==> src/rtl/csr_if.sv <==
// csr_if: commit-stage to CSR unit bundle. The commit stage (master) drives
// the decoded system flags and operands; the CSR unit (slave) returns the
// old CSR value, the trap flag and the fetch redirect.
interface csr_if;
  logic        valid;
  logic        csr_write;
  logic        is_ecall;
  logic        is_mret;
  logic        illegal_instr;
  logic [31:0] instr;
  logic [31:0] pc;
  logic [31:0] csr_src;
  logic        retire;
  logic [31:0] csr_rdata;
  logic        redirect;
  logic [31:0] redirect_pc;
  logic        trap;

  modport master (
    output valid, csr_write, is_ecall, is_mret, illegal_instr,
    output instr, pc, csr_src, retire,
    input  csr_rdata, redirect, redirect_pc, trap
  );

  modport slave (
    input  valid, csr_write, is_ecall, is_mret, illegal_instr,
    input  instr, pc, csr_src, retire,
    output csr_rdata, redirect, redirect_pc, trap
  );
endinterface

==> src/rtl/csr_unit.sv <==
// csr_unit: machine-mode CSR file and trap sequencer at the commit stage.
// Performs CSRRW/S/C(I), takes ECALL / illegal-instruction traps, executes
// MRET and drives the fetch redirect. Optional feature macro
// CSR_COUNTERS_EN adds the 64-bit mcycle/minstret counters; without it the
// counter addresses are unimplemented and trap as illegal.
module csr_unit #(
  parameter logic [31:0] MTVEC_RESET = 32'h0000_0000,
  parameter logic [31:0] HART_ID     = 32'd0
) (
  input logic   clk,
  input logic   rst_n,
  csr_if.slave  bus
);

  typedef enum logic {RUN, FLUSH} state_t;
  state_t state, state_next;

  logic        mie, mpie;
  logic [31:0] mtvec, mscratch, mepc, mcause, mtval;
`ifdef CSR_COUNTERS_EN
  logic [63:0] mcycle, minstret;
  logic [63:0] mcycle_next, minstret_next;
`endif

  logic [11:0] addr;
  logic [2:0]  funct3;
  logic [4:0]  rs1;
  logic        active, wr_en, hit, read_only, csr_ill, mret_take, csr_we;
  logic        trap_take;
  logic [31:0] rdata, wdata;

  assign addr   = bus.instr[31:20];
  assign funct3 = bus.instr[14:12];
  assign rs1    = bus.instr[19:15];

  // The squashed instruction sitting in commit during FLUSH is ignored.
  assign active = rst_n && bus.valid && (state == RUN);

  // Set/clear with rs1/uimm == 0 is a pure read; funct3 x00 never writes.
  assign wr_en     = (funct3[1:0] == 2'b01) || (funct3[1] && (rs1 != 5'd0));
  assign read_only = (addr[11:10] == 2'b11) || (addr == 12'h301);

  // Read mux over the implemented CSRs; hit flags an implemented address.
  always_comb begin
    rdata = 32'd0;
    hit   = 1'b1;
    case (addr)
      12'h300: rdata = {19'd0, 2'b11, 3'd0, mpie, 3'd0, mie, 3'd0};
      12'h301: rdata = 32'h4000_0100;
      12'h305: rdata = mtvec;
      12'h340: rdata = mscratch;
      12'h341: rdata = mepc;
      12'h342: rdata = mcause;
      12'h343: rdata = mtval;
      12'hF14: rdata = HART_ID;
`ifdef CSR_COUNTERS_EN
      12'hB00: rdata = mcycle[31:0];
      12'hB80: rdata = mcycle[63:32];
      12'hB02: rdata = minstret[31:0];
      12'hB82: rdata = minstret[63:32];
`endif
      default: hit = 1'b0;
    endcase
  end

  // Read-modify-write value from the old CSR contents and the ALU operand.
  always_comb begin
    case (funct3[1:0])
      2'b10:   wdata = rdata | bus.csr_src;
      2'b11:   wdata = rdata & ~bus.csr_src;
      default: wdata = bus.csr_src;
    endcase
  end

  assign csr_ill   = bus.csr_write && (!hit || (wr_en && read_only));
  assign trap_take = active && (bus.illegal_instr || bus.is_ecall || csr_ill);
  assign mret_take = active && bus.is_mret && !trap_take;
  assign csr_we    = active && bus.csr_write && wr_en && !trap_take;

  assign bus.csr_rdata   = rdata;
  assign bus.trap        = trap_take;
  assign bus.redirect    = trap_take || mret_take;
  assign bus.redirect_pc = trap_take ? mtvec : (mret_take ? mepc : 32'd0);

  // Trap sequencer state register.
  always_ff @(posedge clk or negedge rst_n) begin
    if (!rst_n) state <= RUN;
    else        state <= state_next;
  end

  // One FLUSH cycle follows every redirect.
  always_comb begin
    state_next = RUN;
    if (state == RUN && bus.redirect) state_next = FLUSH;
  end

  // Architectural CSR updates: trap entry, MRET, then explicit writes.
  always_ff @(posedge clk or negedge rst_n) begin
    if (!rst_n) begin
      mie      <= 1'b0;
      mpie     <= 1'b0;
      mtvec    <= {MTVEC_RESET[31:2], 2'b00};
      mscratch <= 32'd0;
      mepc     <= 32'd0;
      mcause   <= 32'd0;
      mtval    <= 32'd0;
    end else if (trap_take) begin
      mepc   <= bus.pc;
      mcause <= (bus.illegal_instr || csr_ill) ? 32'd2 : 32'd11;
      mtval  <= (bus.illegal_instr || csr_ill) ? bus.instr : 32'd0;
      mpie   <= mie;
      mie    <= 1'b0;
    end else if (mret_take) begin
      mie  <= mpie;
      mpie <= 1'b1;
    end else if (csr_we) begin
      case (addr)
        12'h300: begin
          mie  <= wdata[3];
          mpie <= wdata[7];
        end
        12'h305: mtvec    <= {wdata[31:2], 2'b00};
        12'h340: mscratch <= wdata;
        12'h341: mepc     <= {wdata[31:2], 2'b00};
        12'h342: mcause   <= wdata;
        12'h343: mtval    <= wdata;
        default: ;
      endcase
    end
  end

`ifdef CSR_COUNTERS_EN
  // Counter next values; a write to a half replaces that half's increment.
  always_comb begin
    mcycle_next   = mcycle + 64'd1;
    minstret_next = minstret + ((active && bus.retire && !trap_take) ? 64'd1 : 64'd0);
    if (csr_we) begin
      case (addr)
        12'hB00: mcycle_next[31:0]    = wdata;
        12'hB80: mcycle_next[63:32]   = wdata;
        12'hB02: minstret_next[31:0]  = wdata;
        12'hB82: minstret_next[63:32] = wdata;
        default: ;
      endcase
    end
  end

  // Counter registers.
  always_ff @(posedge clk or negedge rst_n) begin
    if (!rst_n) begin
      mcycle   <= 64'd0;
      minstret <= 64'd0;
    end else begin
      mcycle   <= mcycle_next;
      minstret <= minstret_next;
    end
  end
`endif

endmodule

==> src/flat_wrapper.sv <==
// flat-port wrapper written by rule: the top's interface ports become plain ports
module csr_unit_flat 
#(
  parameter logic [31:0] MTVEC_RESET = 32'h0000_0000,
  parameter logic [31:0] HART_ID     = 32'd0
)
  (clk, rst_n, bus_valid, bus_csr_write, bus_is_ecall, bus_is_mret, bus_illegal_instr, bus_instr, bus_pc, bus_csr_src, bus_retire, bus_csr_rdata, bus_redirect, bus_redirect_pc, bus_trap);
  csr_if bus_i ();
  input logic clk;
  input logic rst_n;
  input wire logic [$bits(bus_i.valid)-1:0] bus_valid;
  input wire logic [$bits(bus_i.csr_write)-1:0] bus_csr_write;
  input wire logic [$bits(bus_i.is_ecall)-1:0] bus_is_ecall;
  input wire logic [$bits(bus_i.is_mret)-1:0] bus_is_mret;
  input wire logic [$bits(bus_i.illegal_instr)-1:0] bus_illegal_instr;
  input wire logic [$bits(bus_i.instr)-1:0] bus_instr;
  input wire logic [$bits(bus_i.pc)-1:0] bus_pc;
  input wire logic [$bits(bus_i.csr_src)-1:0] bus_csr_src;
  input wire logic [$bits(bus_i.retire)-1:0] bus_retire;
  output wire logic [$bits(bus_i.csr_rdata)-1:0] bus_csr_rdata;
  output wire logic [$bits(bus_i.redirect)-1:0] bus_redirect;
  output wire logic [$bits(bus_i.redirect_pc)-1:0] bus_redirect_pc;
  output wire logic [$bits(bus_i.trap)-1:0] bus_trap;
  assign bus_i.valid = bus_valid;
  assign bus_i.csr_write = bus_csr_write;
  assign bus_i.is_ecall = bus_is_ecall;
  assign bus_i.is_mret = bus_is_mret;
  assign bus_i.illegal_instr = bus_illegal_instr;
  assign bus_i.instr = bus_instr;
  assign bus_i.pc = bus_pc;
  assign bus_i.csr_src = bus_csr_src;
  assign bus_i.retire = bus_retire;
  assign bus_csr_rdata = bus_i.csr_rdata;
  assign bus_redirect = bus_i.redirect;
  assign bus_redirect_pc = bus_i.redirect_pc;
  assign bus_trap = bus_i.trap;
  csr_unit #(.MTVEC_RESET(MTVEC_RESET), .HART_ID(HART_ID)) u_core (.clk(clk), .rst_n(rst_n), .bus(bus_i));
endmodule
==> config.mk <==
export PLATFORM = sky130hd
export DESIGN_NAME = csr_unit_flat
export DESIGN_NICKNAME = d
export VERILOG_FILES = /design/src/rtl/csr_if.sv /design/src/rtl/csr_unit.sv /design/src/flat_wrapper.sv
export SDC_FILE = /design/constraint.sdc
export NUM_CORES = 1
export LEC_CHECK = 0
export ABC_AREA = 1
export ABC_CLOCK_PERIOD_IN_PS = 4600
export CAP_MARGIN = 5
export CORE_AREA = 2 2 175 177
export DETAILED_ROUTE_END_ITERATION = 7
export DIE_AREA = 0 0 177 179
export GPL_TIMING_DRIVEN = 0
export MAX_ROUTING_LAYER = met4
export PLACE_DENSITY = 0.61
export SKIP_LAST_GASP = 1
export SYNTH_ARGS = -nofsm -noshare
export SYNTH_HDL_FRONTEND = slang
export SYNTH_SLANG_ARGS = --single-unit
export TNS_END_PERCENT = 20
==> constraint.sdc <==
create_clock -name clk -period 4.6 [get_ports clk]
set_input_delay 0.92 -clock clk [delete_from_list [all_inputs] [get_ports clk]]
set_output_delay 0.92 -clock clk [all_outputs]
set_load 0.03 [all_outputs]
-- Yosys cells after proc, flatten, opt, wreduce, memory -nomap -nowiden
Index checks and enable logic that the tools add are counted.
Widths: inputs -> output; s select.
- bits in registers: 161
- input port bits: 104
- output and inout port bits: 66
- logic and storage cells: 90
- eq/ne operators: 13
- multiplexer cells: 28
- bitwise logic cells: 6
- reduce and logical (&&, ||, !) cells: 35
- operators by type and width (operator ; count):
    $mux 32 ; 15
    $pmux 32 s7 ; 1
    $eq 12x10->1 const B ; 7
    $pmux 32 s2 ; 1
    $and 32x32->32 ; 1
    $not 32->32 ; 1
    $or 32x32->32 ; 1
    $eq 12x12->1 const B ; 1
    $logic_and 1x1->1 ; 12
    $mux 1 ; 10
    $reduce_and 3->1 ; 3
    $reduce_and 4->1 ; 2
    $reduce_bool 2->1 ; 4
    $reduce_or 8->1 ; 1
    $logic_or 1x1->1 ; 7
    $eq 2x2->1 const B ; 3
    $reduce_bool 3->1 ; 2
    $reduce_bool 5->1 ; 1
    $mux 4 ; 1
    $not 1->1 ; 3
    $eq 2x1->1 const B ; 1
    $logic_not 1->1 ; 2
    $ne 2x2->1 const B ; 1
    $reduce_and 2->1 ; 1

-- Logic depth before layout (Yosys ltp)
- depth after elaboration: 13
- gate-level depth with buffers: 17
- mapped depth without buffers: 16

-- Least setup slack after synthesis
OpenSTA, ideal clock, no wires.
- path kind: input -> output
- from: in bus_instr[29]
- to: out bus_redirect_pc[25]
- arrival: 2841 ps
- required time: 3680 ps
- slack: 839 ps
- stages: 13
- path buffers: 1
- cells stage by stage: nand2_1 > inv_1 > nand2_1 > nor2_2 > nand2_2 > nand2_1 > nor2_1 > nand2_2 > nand3_4 > inv_2 > nand2_1 > clkbuf_1 > o21ai_0
- word-level cells in the longest chain between the ends: 12
- elaborated cells on any way between the ends: 21
- those cells by class: 8 x eq/ne; 3 x mux; 10 x reduce/logical
- ends and longest elaborated chain (item ; RTL line ; text):
    start: declaration ; flat_wrapper.sv:16 ; input wire logic [$bits(bus_i.instr)-1:0] bus_instr;
    $eq 12x12->1, or another cell as far along ; csr_unit.sv:47 ; case (addr)
    $reduce_or 8->1 (no line) ; n/a ;
    $mux 1 ; csr_unit.sv:47 ;
    $logic_not 1->1 ; csr_unit.sv:75 ; assign csr_ill = bus.csr_write && (!hit || (wr_en && read_only));
    $logic_or 1x1->1 * ; csr_unit.sv:75 ;
    $logic_and 1x1->1 * ; csr_unit.sv:75 ;
    $logic_or 1x1->1 * ; csr_unit.sv:76 ; assign trap_take = active && (bus.illegal_instr || bus.is_ecall || csr_ill);
    $logic_and 1x1->1 * ; csr_unit.sv:76 ;
    $logic_not 1->1 ; csr_unit.sv:77 ; assign mret_take = active && bus.is_mret && !trap_take;
    $logic_and 1x1->1 ; csr_unit.sv:77 ;
    $mux 32 ; csr_unit.sv:83 ; assign bus.redirect_pc = trap_take ? mtvec : (mret_take ? mepc : 32'd0);
    $mux 32 * ; csr_unit.sv:83 ;
    end: declaration ; flat_wrapper.sv:22 ; output wire logic [$bits(bus_i.redirect_pc)-1:0] bus_redirect_pc;
Every way passes the cells marked *; elsewhere a longest branch is shown, timed or not.

-- Final worst setup path
- from: in bus_instr[20]
- to: out bus_csr_rdata[21]
- word-level cells in the longest chain between the ends: 2
- elaborated cells on any way between the ends: 8
- those cells by class: 7 x eq/ne; 1 x mux
- ends and longest elaborated chain (item ; RTL line ; text):
    $eq 12x10->1 ; csr_unit.sv:47 ;
    $pmux 32 s7 * ; csr_unit.sv:47 ;
    end: declaration ; flat_wrapper.sv:20 ; output wire logic [$bits(bus_i.csr_rdata)-1:0] bus_csr_rdata;
Marks and branches as above.

==> results.sh <==
export IMPL_vdd_drop_max_mv=0.239
export IMPL_synth_area_leaders="dfrtp_1 (39%), nand2_1 (25%), nand3_1 (9.7%)"
export IMPL_clock_sinks=161
export IMPL_vias=11600
export IMPL_dpl_hpwl_um=34300
export IMPL_fin_nets=1841
export IMPL_areaGrowthSynthToFinish_pct=27.6
export IMPL_p_leak_nw=6.82
export IMPL_core_um2=30000
export IMPL_clk_pin_slew_ns=0.07
export IMPL_fp_dieArea_um2=31700
export IMPL_ctsRootBufferMaster="clkbuf_16"
export IMPL_htreeDepth=4
export IMPL_min_period_ns=4.77
export IMPL_fin_tns_setup_ns=-2.01
export IMPL_syn_instance_count=1542
export IMPL_die_h_um=179
export IMPL_yosys_area_share_simple_pct=39.4
export IMPL_hp_class="input pin to async pin"
export IMPL_grt_pass1_vias=10900
export IMPL_yosysTopAreaCellShare_pct=39.3
export IMPL_hold_violations=0
export IMPL_synth_adder_area_share_pct=0
export IMPL_final_setup_viol_count=25
export IMPL_yosysUniqueCellTypes=30
export IMPL_first_pass_iters=6
export IMPL_total_power_mw=3.70
export IMPL_top_layer="met4"
export IMPL_layout_setup_ws_ns=-0.166
export IMPL_critical_path_class="input pin to output port"
export IMPL_power_internal_mw=2.52
export IMPL_ioPinCount=170
export IMPL_failed_checks="setup timing"
export IMPL_grt_pass1_wl_um=66600
export IMPL_drt_iter0_drc=1438
export IMPL_p_comb_share_pct=17.8
export IMPL_wl_per_cell_um=21.0
export IMPL_rows=64
export IMPL_cap_viol_max_count=0
export IMPL_synth_compound_area_share_pct=12.5
export IMPL_cts_made_buffers=17
export IMPL_p_switching_mw=1.18
export IMPL_slew_viol_final=0
export IMPL_synthMuxAreaShare_pct=0
export IMPL_drt_wl_total_um=45100
export IMPL_ys_seq_area_share_pct=39.3
export IMPL_clk_latency_ns=0.44
export IMPL_place_area_um2=12500
export IMPL_critPathRequiredTime_ns=3.68
export IMPL_tritoncts="done"
export IMPL_clkPwrFrac_pct=37.2
export IMPL_viasPerCell=5.40
export IMPL_start_util_pct=34.2
export IMPL_startpoint_type="input pin"
export IMPL_slew_headroom_pct=43.7
export IMPL_status="finished with violations"
export IMPL_end_kind="output port"
export IMPL_drive_above_1_share_pct=9.20
export IMPL_fmax_mhz=210
export IMPL_fin_skew_ns=0.0122
export IMPL_antenna_found_initial=1
export IMPL_cts_hold_buf=0
export IMPL_cts_max_path_buffers=2
export IMPL_crit_path_max_fanout=10
export IMPL_ant_nets=0
export IMPL_track_usage_pct=29.2
export IMPL_wl_met2_um=20000
export IMPL_switching_share_pct=31.8
export IMPL_worstMarginPinSlew_ns=0.845
export IMPL_p_per_area_nw_per_um2=283
export IMPL_holdWs_ns=0.350
export IMPL_synth_top_family_by_area="simple AND/OR/NAND/NOR gates"
export IMPL_critPathArrivalTime_ns=3.85
export IMPL_wl_met1_um=19100
export IMPL_post_route_period_util_pct=104
export IMPL_met3_length_um=4530
export IMPL_fp_dieW_um=177
export IMPL_rsz0062_at_grt="yes"
export IMPL_avgSynthCellArea_um2=6.65
export IMPL_yosys_warnings=0
export IMPL_numPortBuffers=168
export IMPL_postLayoutCellArea_um2=13100
export IMPL_seqPwrFrac_pct=45.0
export IMPL_drc=0
export IMPL_synth_nets=1646
export IMPL_netlist_area_um2=10300
export IMPL_synth_seq_cells=161
export IMPL_place_congestion=0.982
export IMPL_grt_max_degree=104
export IMPL_synth_xor_area_share_pct=0
export IMPL_grt_ovfl_total=0
export IMPL_yosysTopAreaCell="dfrtp_1"
-- cells in the mapped netlist --
| cell type | n |
|---|---|
| o21ai_2 | 1 |
| clkinv_1 | 2 |
| nand4_1 | 2 |
| dfrtp_1 | 161 |
| nor2_2 | 4 |
| nand2_2 | 4 |
| nor3_4 | 1 |
| clkbuf_1 | 66 |
| nor3_2 | 2 |
| o21ai_1 | 8 |
| o311ai_0 | 88 |
| buf_1 | 3 |
| buf_4 | 9 |
| nand2_1 | 695 |
| o211ai_1 | 1 |
| or2_2 | 2 |
| o31ai_4 | 3 |
| buf_2 | 42 |
| nand3_4 | 1 |
| inv_1 | 85 |
| o21ai_0 | 60 |
| nor2_1 | 82 |
| nand3b_1 | 1 |
| inv_2 | 9 |
| buf_6 | 1 |
| o22ai_1 | 2 |
| o311ai_1 | 6 |
| o2111ai_1 | 2 |
| a31oi_1 | 1 |
| nand3_1 | 198 |
-- logic make-up (layout without fill, tap and decap cells) --
group,Yosys count,count (layout)
simple gates,992,992
buf+inv,217,425
compound gates,172,172
flops,161,161
other cells,0,1
-- metrics by stage --
| step | utilization [%] | std cells | setup slack [ns] |
|---|---|---|---|
| floorplan | - | 1542 | 0.839 |
| global placement | 41.4 | 2106 | -7.03 |
| detailed placement | 41.5 | 2107 | -0.972 |
| CTS | 43.5 | 2139 | -0.190 |
| global route | 43.6 | 2147 | -0.249 |
| finish | 43.6 | 2147 | -0.166 |
-- state kept, by name (all words and copies together) (netlist names) --
register         cells
u_core.mscratch     32
u_core.mepc         32
u_core.mpie          1
u_core.mtvec        30
u_core.mcause       32
u_core.mie           1
u_core.mtval        32
u_core.state         1
-- metal layers --
metal	track usage (%)	vias up
met1	38.3	5469
met2	43.8	599
met3	7.02	88
li1	-	5441
met5	-	-
met4	10.6	0
-- timing repair --
item / CTS / global route
buffers inserted: 1 / 6
setup endpoints to repair: 62 / 66
pin swaps: 0 / 2
resized for setup: 93 / 64
gates cloned: 0 / 1
-- power groups by stage --
stage | Clock [mW] | Combinational, mW | Sequential, mW
detailed placement | 0 | 0.636 | 1.69
floorplan | 0 | 0.354 | 1.64
global placement | 0 | 0.623 | 1.68
CTS | 1.38 | 0.643 | 1.66
global route | 1.45 | 0.728 | 1.67
finish | 1.37 | 0.659 | 1.67
-- path summary, 6_finish.rpt --
kind / to / slack [ns] / from / cells past startpoint
setup / recovery: bus_csr_rdata[21] / -0.17 / bus_instr[20] / 9
hold / removal: u_core.mtval[17]$_DFFE_PN0P_ / 0.35 / rst_n / 1
setup reg to reg: u_core.mepc[2]$_DFFE_PN0P_ / 1.96 / u_core.state$_DFF_PN0_ / 7
hold reg to reg: u_core.mscratch[14]$_DFFE_PN0P_ / 0.47 / u_core.mscratch[14]$_DFFE_PN0P_ / 2
max in group asynchronous: u_core.mtvec[15]$_DFFE_PN0P_ / 3.64 / rst_n / 2
min in group clk: u_core.mscratch[14]$_DFFE_PN0P_ / 0.47 / u_core.mscratch[14]$_DFFE_PN0P_ / 2
-- cell usage in the layout, fill, tap and decap left out, drive strengths merged --
master / count
nand3b: 1
o311ai: 94
dlymetal6s2s: 5
or2: 2
a31oi: 1
clkdlybuf4s15: 10
inv: 97
dfrtp: 161
clkdlybuf4s50: 128
diode: 1
nor2: 86
o21ai: 69
o22ai: 2
clkinvlp: 4
buf: 64
clkdlybuf4s18: 2
o211ai: 1
o31ai: 3
clkbuf: 102
nor3: 3
clkinv: 8
nand4: 2
nand3: 199
nand2: 699
o2111ai: 2
dlygate4sd2: 5
-- cell type report --
class                   count  area (um^2)
flip-flops and latches    161         4030
clock inverters            13          103
diodes                      1         2.50
fillers                  3162        16900
well taps                 396          495
inverters                  96          364
plain buffers             120          566
multi-input cells        1164         5350
repair buffers            177         1740
clock buffers              19          443
-- worst max-delay path, cell delays in order --
cell	delay, ns
clkdlybuf4s50_1	0.60
inv_2	0.08
nor3_2	0.41
clkbuf_1	0.52
nand3_1	0.16
nand2_1	0.22
nor2_1	0.07
o21ai_0	0.13
clkdlybuf4s50_1	0.73
Note: power is estimated with default switching activity, not from simulation.
